$ cat src/rtl/md_pkg.sv
// md_pkg: shared op/state encodings and default width for the multiply/divide unit
package md_pkg;
  localparam int MD_WIDTH = 32;
  localparam logic [1:0] MD_MULT  = 2'b00;
  localparam logic [1:0] MD_MULTU = 2'b01;
  localparam logic [1:0] MD_DIV   = 2'b10;
  localparam logic [1:0] MD_DIVU  = 2'b11;
  localparam logic [1:0] MD_IDLE  = 2'b00;
  localparam logic [1:0] MD_RUN   = 2'b01;
  localparam logic [1:0] MD_FIX   = 2'b10;
endpackage

$ cat src/rtl/mult_div_unit_if.sv
// mult_div_unit_if: start/done request bus between control unit and multiply/divide unit
interface mult_div_unit_if import md_pkg::*; #(parameter int WIDTH = MD_WIDTH);
  logic             start;
  logic [1:0]       op;
  logic [WIDTH-1:0] src_a;
  logic [WIDTH-1:0] src_b;
  logic             busy;
  logic             done;
  logic             div0;
  logic [WIDTH-1:0] hi;
  logic [WIDTH-1:0] lo;
  modport master (output start, op, src_a, src_b, input busy, done, div0, hi, lo);
  modport slave  (input start, op, src_a, src_b, output busy, done, div0, hi, lo);
endinterface

$ cat src/rtl/md_div_step.sv
// md_div_step: one combinational restoring-division step
module md_div_step #(parameter int WIDTH = 32) (
  input  logic [WIDTH:0]   rem_i,
  input  logic [WIDTH-1:0] div_i,
  output logic [WIDTH-1:0] rem_o,
  output logic             q_o
);
  logic [WIDTH:0] diff;
  // rem_i < 2*divisor, so a negative difference always shows in bit WIDTH
  always_comb begin
    diff  = rem_i - {1'b0, div_i};
    q_o   = !diff[WIDTH];
    rem_o = q_o ? diff[WIDTH-1:0] : rem_i[WIDTH-1:0];
  end
endmodule

$ cat src/rtl/mult_div_unit.sv
// mult_div_unit: radix-2 iterative MULT/MULTU/DIV/DIVU engine; MD_EARLY_TERM_EN enables early multiply exit
module mult_div_unit import md_pkg::*; #(parameter int WIDTH = MD_WIDTH) (
  input logic clock,
  input logic reset,
  mult_div_unit_if.slave md
);
  localparam int CNT_W = $clog2(WIDTH) + 1;
`ifdef MD_EARLY_TERM_EN
  localparam bit EARLY = 1'b1;
`else
  localparam bit EARLY = 1'b0;
`endif
  logic [1:0] state_q, state_d;
  logic [CNT_W-1:0] cnt_q, cnt_d;
  logic [2*WIDTH-1:0] acc_q, acc_d, a_q, a_d, prod;
  logic [WIDTH-1:0] b_q, b_d, hi_q, hi_d, lo_q, lo_d, mag_a, mag_b, rem_n;
  logic div_q, div_d, neg_q, neg_d, rneg_q, rneg_d, zero_q, zero_d;
  logic done_q, done_d, div0_q, div0_d, sign_a, sign_b, is_div, q_bit;
  assign is_div  = md.op[1];
  assign sign_a  = !md.op[0] && md.src_a[WIDTH-1];
  assign sign_b  = !md.op[0] && md.src_b[WIDTH-1];
  assign mag_a   = sign_a ? -md.src_a : md.src_a;
  assign mag_b   = sign_b ? -md.src_b : md.src_b;
  assign md.busy = state_q != MD_IDLE;
  assign md.done = done_q;
  assign md.div0 = div0_q;
  assign md.hi   = hi_q;
  assign md.lo   = lo_q;
  md_div_step #(.WIDTH(WIDTH)) u_step (
    .rem_i({acc_q[WIDTH-1:0], b_q[WIDTH-1]}),
    .div_i(a_q[WIDTH-1:0]),
    .rem_o(rem_n),
    .q_o  (q_bit)
  );
  // FSM: accept in IDLE (not in the done cycle), iterate in RUN, sign-correct and publish in FIX
  always_comb begin
    state_d = state_q;
    cnt_d   = cnt_q;
    acc_d   = acc_q;
    a_d     = a_q;
    b_d     = b_q;
    div_d   = div_q;
    neg_d   = neg_q;
    rneg_d  = rneg_q;
    zero_d  = zero_q;
    hi_d    = hi_q;
    lo_d    = lo_q;
    done_d  = 1'b0;
    div0_d  = 1'b0;
    prod    = neg_q ? -acc_q : acc_q;
    if (state_q == MD_IDLE) begin
      if (md.start && !done_q) begin
        div_d   = is_div;
        neg_d   = sign_a ^ sign_b;
        rneg_d  = sign_a;
        zero_d  = is_div && md.src_b == '0;
        acc_d   = '0;
        cnt_d   = CNT_W'(WIDTH);
        a_d     = {{WIDTH{1'b0}}, is_div ? mag_b : mag_a};
        b_d     = is_div ? mag_a : mag_b;
        state_d = (zero_d || (EARLY && !is_div && md.src_b == '0)) ? MD_FIX : MD_RUN;
      end
    end else if (state_q == MD_RUN) begin
      cnt_d = cnt_q - 1'b1;
      if (div_q) begin
        acc_d = {{WIDTH{1'b0}}, rem_n};
        b_d   = {b_q[WIDTH-2:0], q_bit};
      end else begin
        acc_d = acc_q + (b_q[0] ? a_q : '0);
        a_d   = a_q << 1;
        b_d   = b_q >> 1;
      end
      if (cnt_q == CNT_W'(1) || (EARLY && !div_q && b_q[WIDTH-1:1] == '0)) state_d = MD_FIX;
    end else begin
      state_d = MD_IDLE;
      done_d  = 1'b1;
      div0_d  = zero_q;
      if (!zero_q) begin
        hi_d = div_q ? (rneg_q ? -acc_q[WIDTH-1:0] : acc_q[WIDTH-1:0]) : prod[2*WIDTH-1:WIDTH];
        lo_d = div_q ? (neg_q ? -b_q : b_q) : prod[WIDTH-1:0];
      end
    end
  end
  // state and datapath registers, cleared asynchronously
  always_ff @(posedge clock or negedge reset) begin
    if (!reset) begin
      state_q <= MD_IDLE;
      cnt_q   <= '0;
      acc_q   <= '0;
      a_q     <= '0;
      b_q     <= '0;
      div_q   <= 1'b0;
      neg_q   <= 1'b0;
      rneg_q  <= 1'b0;
      zero_q  <= 1'b0;
      hi_q    <= '0;
      lo_q    <= '0;
      done_q  <= 1'b0;
      div0_q  <= 1'b0;
    end else begin
      state_q <= state_d;
      cnt_q   <= cnt_d;
      acc_q   <= acc_d;
      a_q     <= a_d;
      b_q     <= b_d;
      div_q   <= div_d;
      neg_q   <= neg_d;
      rneg_q  <= rneg_d;
      zero_q  <= zero_d;
      hi_q    <= hi_d;
      lo_q    <= lo_d;
      done_q  <= done_d;
      div0_q  <= div0_d;
    end
  end
endmodule

$ cat src/flat_wrapper.sv
// flat-port wrapper written by rule: the top's interface ports become plain ports
module mult_div_unit_flat import md_pkg::*;
#(parameter int WIDTH = MD_WIDTH)
  (clock, reset, md_start, md_op, md_src_a, md_src_b, md_busy, md_done, md_div0, md_hi, md_lo);
  mult_div_unit_if #(.WIDTH(WIDTH)) md_i ();
  input logic clock;
  input logic reset;
  input wire logic [$bits(md_i.start)-1:0] md_start;
  input wire logic [$bits(md_i.op)-1:0] md_op;
  input wire logic [$bits(md_i.src_a)-1:0] md_src_a;
  input wire logic [$bits(md_i.src_b)-1:0] md_src_b;
  output wire logic [$bits(md_i.busy)-1:0] md_busy;
  output wire logic [$bits(md_i.done)-1:0] md_done;
  output wire logic [$bits(md_i.div0)-1:0] md_div0;
  output wire logic [$bits(md_i.hi)-1:0] md_hi;
  output wire logic [$bits(md_i.lo)-1:0] md_lo;
  assign md_i.start = md_start;
  assign md_i.op = md_op;
  assign md_i.src_a = md_src_a;
  assign md_i.src_b = md_src_b;
  assign md_busy = md_i.busy;
  assign md_done = md_i.done;
  assign md_div0 = md_i.div0;
  assign md_hi = md_i.hi;
  assign md_lo = md_i.lo;
  mult_div_unit #(.WIDTH(WIDTH)) u_core (.clock(clock), .reset(reset), .md(md_i));
endmodule
$ cat config.mk
export PLATFORM = sky130hd
export DESIGN_NAME = mult_div_unit_flat
export DESIGN_NICKNAME = d
export VERILOG_FILES = /design/src/rtl/md_pkg.sv /design/src/rtl/mult_div_unit_if.sv /design/src/rtl/md_div_step.sv /design/src/rtl/mult_div_unit.sv /design/src/flat_wrapper.sv
export SDC_FILE = /design/constraint.sdc
export NUM_CORES = 1
export LEC_CHECK = 0
export BUFFER_PORTS_ARGS = -buffer_cell sky130_fd_sc_hd__buf_2
export CAP_MARGIN = 30
export CORE_MARGIN = 4
export CORE_UTILIZATION = 45
export CTS_CLUSTER_SIZE = 10
export DETAILED_ROUTE_END_ITERATION = 6
export PLACE_DENSITY = 0.62
export SLEW_MARGIN = 15
export SYNTH_ARGS = -nofsm -noshare
export SYNTH_HDL_FRONTEND = slang
export SYNTH_SLANG_ARGS = --single-unit
$ cat constraint.sdc
create_clock -name clock -period 4.75 [get_ports clock]
set_input_delay 0.95 -clock clock [delete_from_list [all_inputs] [get_ports clock]]
set_output_delay 0.95 -clock clock [all_outputs]
set_load 0.02 [all_outputs]
Word-level counts from Yosys, hierarchy flattened --
Cells that the tools add are included.
Storage, ports and cells: output and inout port bits 67, memory bits (read-only) 0, input port bits 69, flip-flop bits (word level) 238, latch bits 0, word-level logic and storage cells 81, memories kept 0, RAM bits 0
Cells by class: add/subtract/negate cells 8, multiplexer cells 35, bitwise logic cells 4, divide/modulo/power cells 0, eq/ne operators 5, reduce and logical (&&, ||, !) cells 16, $lt $le $gt $ge 0, shift operators 0, multipliers 0
Operator list (number):
- two-way mux 64 bit | 10
- two-way mux 32 bit | 13
- negator 32 bit | 4
- adder 64 bit | 1
- negator 64 bit | 1
- subtractor 33 x 32 -> 33 bit | 1
- zero test 32 bit | 1
- two-way mux 6 bit | 3
- two-way mux 2 bit | 5
- == test 6 x 1 -> 1 bit, second input constant | 1
- AND reduction 2 bit | 3
- AND reduction 3 bit | 2
- subtractor 6 x 1 -> 6 bit, second input constant | 1
- logical AND 1 bit | 4
- two-way mux 1 bit | 4
- inequality test 2 bit, second input constant | 2
- nonzero test 2 bit | 2
- zero test 1 bit | 3
- inequality test 3 x 2 -> 1 bit, second input constant | 1
- inverter 1 bit | 3
- == test 2 x 1 -> 1 bit, second input constant | 1
- zero test 2 bit | 1
- XOR 1 bit | 1

Depth between registers and ports, before layout --
depth after elaboration 6, mapped depth 16, depth with buffers taken out 14

By module --
From an unflattened synthesis, not the netlist that was laid out.
Second synthesis, totals: cell total of the unflattened synthesis 2805, area total of the unflattened synthesis 21339.2 um^2
Modules (own cells, without submodules):
- mult_div_unit | instances 1, area an instance 18980.7 um^2, cells each 2500
- md_div_step | instances 1, area an instance 2358.5 um^2, cells each 305

Least setup slack after synthesis --
OpenSTA, ideal clock, no wires.
path type input to register, start input port md_src_a[8], end register u_core.b_q[30], cell stages on the path 10, path slack 1194 ps, arrival 3491 ps, buffers on the path 0, cell sequence or4_1 nor3_1 nand3_1 o41ai_1 o21ai_0 o21bai_1 xor2_1 nor2_1 a211oi_1 o22a_1
Between the ends: longest elaborated chain between the ends 5
RTL lines:
- start, declared | line flat_wrapper.sv:10 | input wire logic [$bits(md_i.src_a)-1:0] md_src_a;
- negator 32 bit | line mult_div_unit.sv:22 | assign mag_a = sign_a ? -md.src_a : md.src_a;
- two-way mux 32 bit | line mult_div_unit.sv:22
- two-way mux 32 bit | line mult_div_unit.sv:60 | b_d = is_div ? mag_a : mag_b;
- two-way mux 32 bit | line mult_div_unit.sv:52 | if (md.start && !done_q) begin
- two-way mux 32 bit | line mult_div_unit.sv:51 | if (state_q == MD_IDLE) begin
- end signal, assigned | line mult_div_unit.sv:91 | b_q <= '0;
- end signal, assigned | line mult_div_unit.sv:105 | b_q <= b_d;
- end, declared | line mult_div_unit.sv:16 | logic [WIDTH-1:0] b_q, b_d, hi_q, hi_d, lo_q, lo_d, mag_a, mag_b, rem_n;
Every way passes these cells. The select of a mux whose other input is x is not followed. A chain may end at the register's enable or synchronous reset.

Worst setup path after layout --
start register u_core.b_q[0], end register u_core.acc_q[61]
Between the ends: longest elaborated chain between the ends 5
RTL lines:
- two-way mux 64 bit | line mult_div_unit.sv:69 | acc_d = acc_q + (b_q[0] ? a_q : '0);
- adder 64 bit | line mult_div_unit.sv:69
- two-way mux 64 bit | line mult_div_unit.sv:65 | if (div_q) begin
- two-way mux 64 bit | line mult_div_unit.sv:63 | end else if (state_q == MD_RUN) begin
- two-way mux 64 bit | line mult_div_unit.sv:51
- end signal, assigned | line mult_div_unit.sv:89 | acc_q <= '0;
- end signal, assigned | line mult_div_unit.sv:103 | acc_q <= acc_d;
- end, declared | line mult_div_unit.sv:15 | logic [2*WIDTH-1:0] acc_q, acc_d, a_q, a_d, prod;
Every way passes these cells. The select of a mux whose other input is x is not followed.

==> results.md <==
* Final hold violation count at 0
* Count of inserted antenna diode cells at 0
* TNS Setup at 0 ps
* Status: complete, no violations
* Worst-case vdd ir drop at 0.444 mV
* Number of setup violations in the final report at 0
* Series of cell instances along the critical path: inv_1 -> buf_4 -> nor2_1 -> ha_1 -> o211ai_1 -> o21ai_0 -> o211ai_1 -> a21o_1 -> a211oi_1 -> o21ai_0 -> o21ai_0 -> a31oi_1 -> xor2_1 -> o21ai_0
* Number of pins with negative max-slew slack in the final report at 0
* Logic depth of the worst register-to-register path at 14
* Top Ports at 136
* Cell type of the slowest stage on the worst timing path: sky130_fd_sc_hd__a211oi_1
* Async S/R FF share, synth at 1.00
* Number of synthesized flops with an enable pin at 0
* Parity-gate share of the synthesized area counting xor and xnor cells at 0.104
* Number of buffers added on ports at 135
* Most used cell along the critical path: sky130_fd_sc_hd__o21ai_0
* Post-Place Setup Slack at 641 ps
* Drt initial violations at 2,110
* Post-synthesis adder-cell area fraction at 0.0621
* Dominant cell type by area after synthesis: sky130_fd_sc_hd__dfrtp_1
* Critical Path End Type: flip-flop
* Effective utilization at floorplan at 0.458
* Final HPWL from detailed placement at 56,400 um
* Clock Skew at 15.5 ps
* Total wire length at 73,600 um
* Count leader, synth: sky130_fd_sc_hd__nand2_1
* Worst EP required at 5240 ps
* Core Box Area at 45,800 um2
* Warning count from the yosys run at 0
* Synthesized instance count at 2,791
* Sinks on the clock net at 238
* Number of max-cap violations at 0
* Cell area after synthesis at 21,000 um2
* Clock Latency Late Sink at 580 ps
* Area fraction in compound gates after synthesis at 0.251
* Routability congestion estimate at 1.00
* Highest net fanout along the worst path at 12
* Number of iterations in the first detailed-routing pass at 6
* Share of final-layout standard cells stronger than drive strength 1 at 0.0998
* Via/cell ratio at 6.05
* Vertical extent of the die at 224 um
* Library cell used as clock root buffer: sky130_fd_sc_hd__clkbuf_16
* Dominant combinational cell family by area after synthesis: compound AO/OA/AOI/OAI gates
* Final worst-path cycle share at 0.865
* Routed wirelength normalized by instance count at 21.5 um
* Ranking of synthesized cells by instance count: sky130_fd_sc_hd__nand2_1, sky130_fd_sc_hd__o21ai_0, sky130_fd_sc_hd__nor2_1
* Area share of the largest cell type after synthesis at 0.284
* Via count of the first global-routing pass at 19,089
* TritonCTS buffer count at 30
* Sequential share of the synthesized area at 0.284
* Syn Nets at 2,963
* Slack of the worst reg-to-reg path at 640 ps
* Type of the worst setup path: flip-flop to flip-flop
* Clock slew at reported path FFs at 60 ps
* Power density over the cells at 796 nW/um2
* Total congestion overflow after global routing at 0
* Destination of the worst register-to-register timing path: u_core.acc_q[61]
* Layout-stage area growth over the synthesis result at 9.93%
* Global Route Usage Sum at 0.280
* Die outline width at 224 um
* Post-synth cell types at 77
* Simple-gate area share of the yosys netlist at 0.219
* Slew at the pin closest to its max-slew limit at 967 ps
* Fraction of synthesized area in multiplexers at 0.0270
* Largest delay share family, worst path: compound AO/OA/AOI/OAI gates
* Number of levels in the clock H-tree at 1
* Worst min path class: input port to async pin
* Global-route wire length before repair at 112,000 um
* Final worst path period need at 4110 ps
* Relative slew slack at 0.356
* Flip-flop cell with the highest count after synthesis: sky130_fd_sc_hd__dfrtp_1
* DR vias at 20,656
* Pin count of the biggest net entering global routing at 94
* Post-CTS Hold Buffers at 0
* Syn avg cell area at 7.52 um2
* Antenna violation net count after detailed routing at 0
* Buffers inserted during post-CTS setup optimization at 0
* Std-Cell Rows at 78
* Worst Setup Start Kind: flip-flop
* Clock tree buffer depth at 3
* Post-route setup slack at 641 ps
* Post-synthesis register bit count at 238
* Timing-limited maximum frequency at 243 MHz
* Fin nets at 2,974
* Worst reg2reg path startpoint: u_core.b_q[0]
* Arr. time, crit path at 4600 ps
* RSZ-0062 raised after global routing: no
* Leading post-synthesis cells by cell area: sky130_fd_sc_hd__dfrtp_1, sky130_fd_sc_hd__nand2_1, sky130_fd_sc_hd__o21ai_0
* Drt drc at 0
* Number of gates resized after CTS at 0
* Initial antenna violation count at 2
* Number of buffers and inverters on the critical path at 2
* Leakage power at 10.1 nW
* Clock tree from TritonCTS: yes
* Worst path max stage delay at 610 ps
* Total die area at 50,100 um2
worst max-delay path by stage:
| stage | depth (start not counted) | from | end |
|---|---|---|---|
| after floorplan | 10 | md_src_a[8] | u_core.b_q[30] |
| after global placement | 13 | u_core.acc_q[0] | u_core.b_q[0] |
| after detailed placement | 14 | u_core.b_q[0] | u_core.acc_q[61] |
| after CTS | 14 | u_core.b_q[0] | u_core.acc_q[61] |
| after global routing | 14 | u_core.b_q[0] | u_core.acc_q[60] |
| final | 14 | u_core.b_q[0] | u_core.acc_q[61] |
cell families after synthesis:
logic type | Yosys count
and+or+nand+nor | 995
AOI/OAI and AO/OA | 863
xor gates and xnor gates | 250
muxes | 54
adders and majority gates | 103
buffers and inverters | 288
DFF | 238
sequential cells by signal, summed over array words and instances, names as in the netlist, 2 cells and up:
signal	cells
u_core.b_q	32
u_core.md.hi	32
u_core.md.lo	32
u_core.a_q	64
u_core.acc_q	64
u_core.cnt_q	6
u_core.state_q	2
stage by stage:
stage,power (mW),hold slack (ps),cell area (um2),util,std cells
final,18.4,338,23100,0.504,3415
after global routing,19.7,411,23100,0.504,3415
after CTS,18.2,395,23100,0.504,3415
after detailed placement,15.9,466,22200,0.484,3370
after global placement,15.7,454,22100,0.483,3367
after floorplan,12.2,439,21000,-,2791
final cells by class:
class | instances | area, um2
Multi-Input combinational cell | 2265 | 14000
Timing Repair Buffer | 189 | 1160
Fill cell | 4490 | 22700
Clock inverter | 6 | 95.1
Clock buffer | 39 | 815
Sequential cell | 238 | 5960
Tap cell | 600 | 751
Inverter | 78 | 293
placed cells by master (no fill, tap or decap), types with 42 or more instances in the layout:
master                     count
sky130_fd_sc_hd__a211oi_1     55
sky130_fd_sc_hd__xnor2_1     139
sky130_fd_sc_hd__dfrtp_1     236
sky130_fd_sc_hd__ha_1        101
sky130_fd_sc_hd__o21ai_0     264
sky130_fd_sc_hd__buf_4        48
sky130_fd_sc_hd__inv_1        76
sky130_fd_sc_hd__mux2i_1      42
sky130_fd_sc_hd__o31ai_1      50
sky130_fd_sc_hd__nor2_1      237
sky130_fd_sc_hd__a21oi_1     238
sky130_fd_sc_hd__nand3_1      78
sky130_fd_sc_hd__buf_2       134
sky130_fd_sc_hd__xor2_1      111
sky130_fd_sc_hd__and2_1       42
sky130_fd_sc_hd__nand2_1     392
power by group:
part           switching, mW  internal (mW)
clock                  0.899           1.29
sequential              1.25           2.85
combinational           7.54           4.54
per-layer routing:
layer  vias to the layer above  global-route usage  wire (um)
met1                      9900               0.406      33400
met3                       114              0.0599       6360
li1                       9924                   -          -
met5                         -                   0         13
met4                         2              0.0700       1890
met2                       716               0.428      31900
Power figures use the tool's default switching activity.
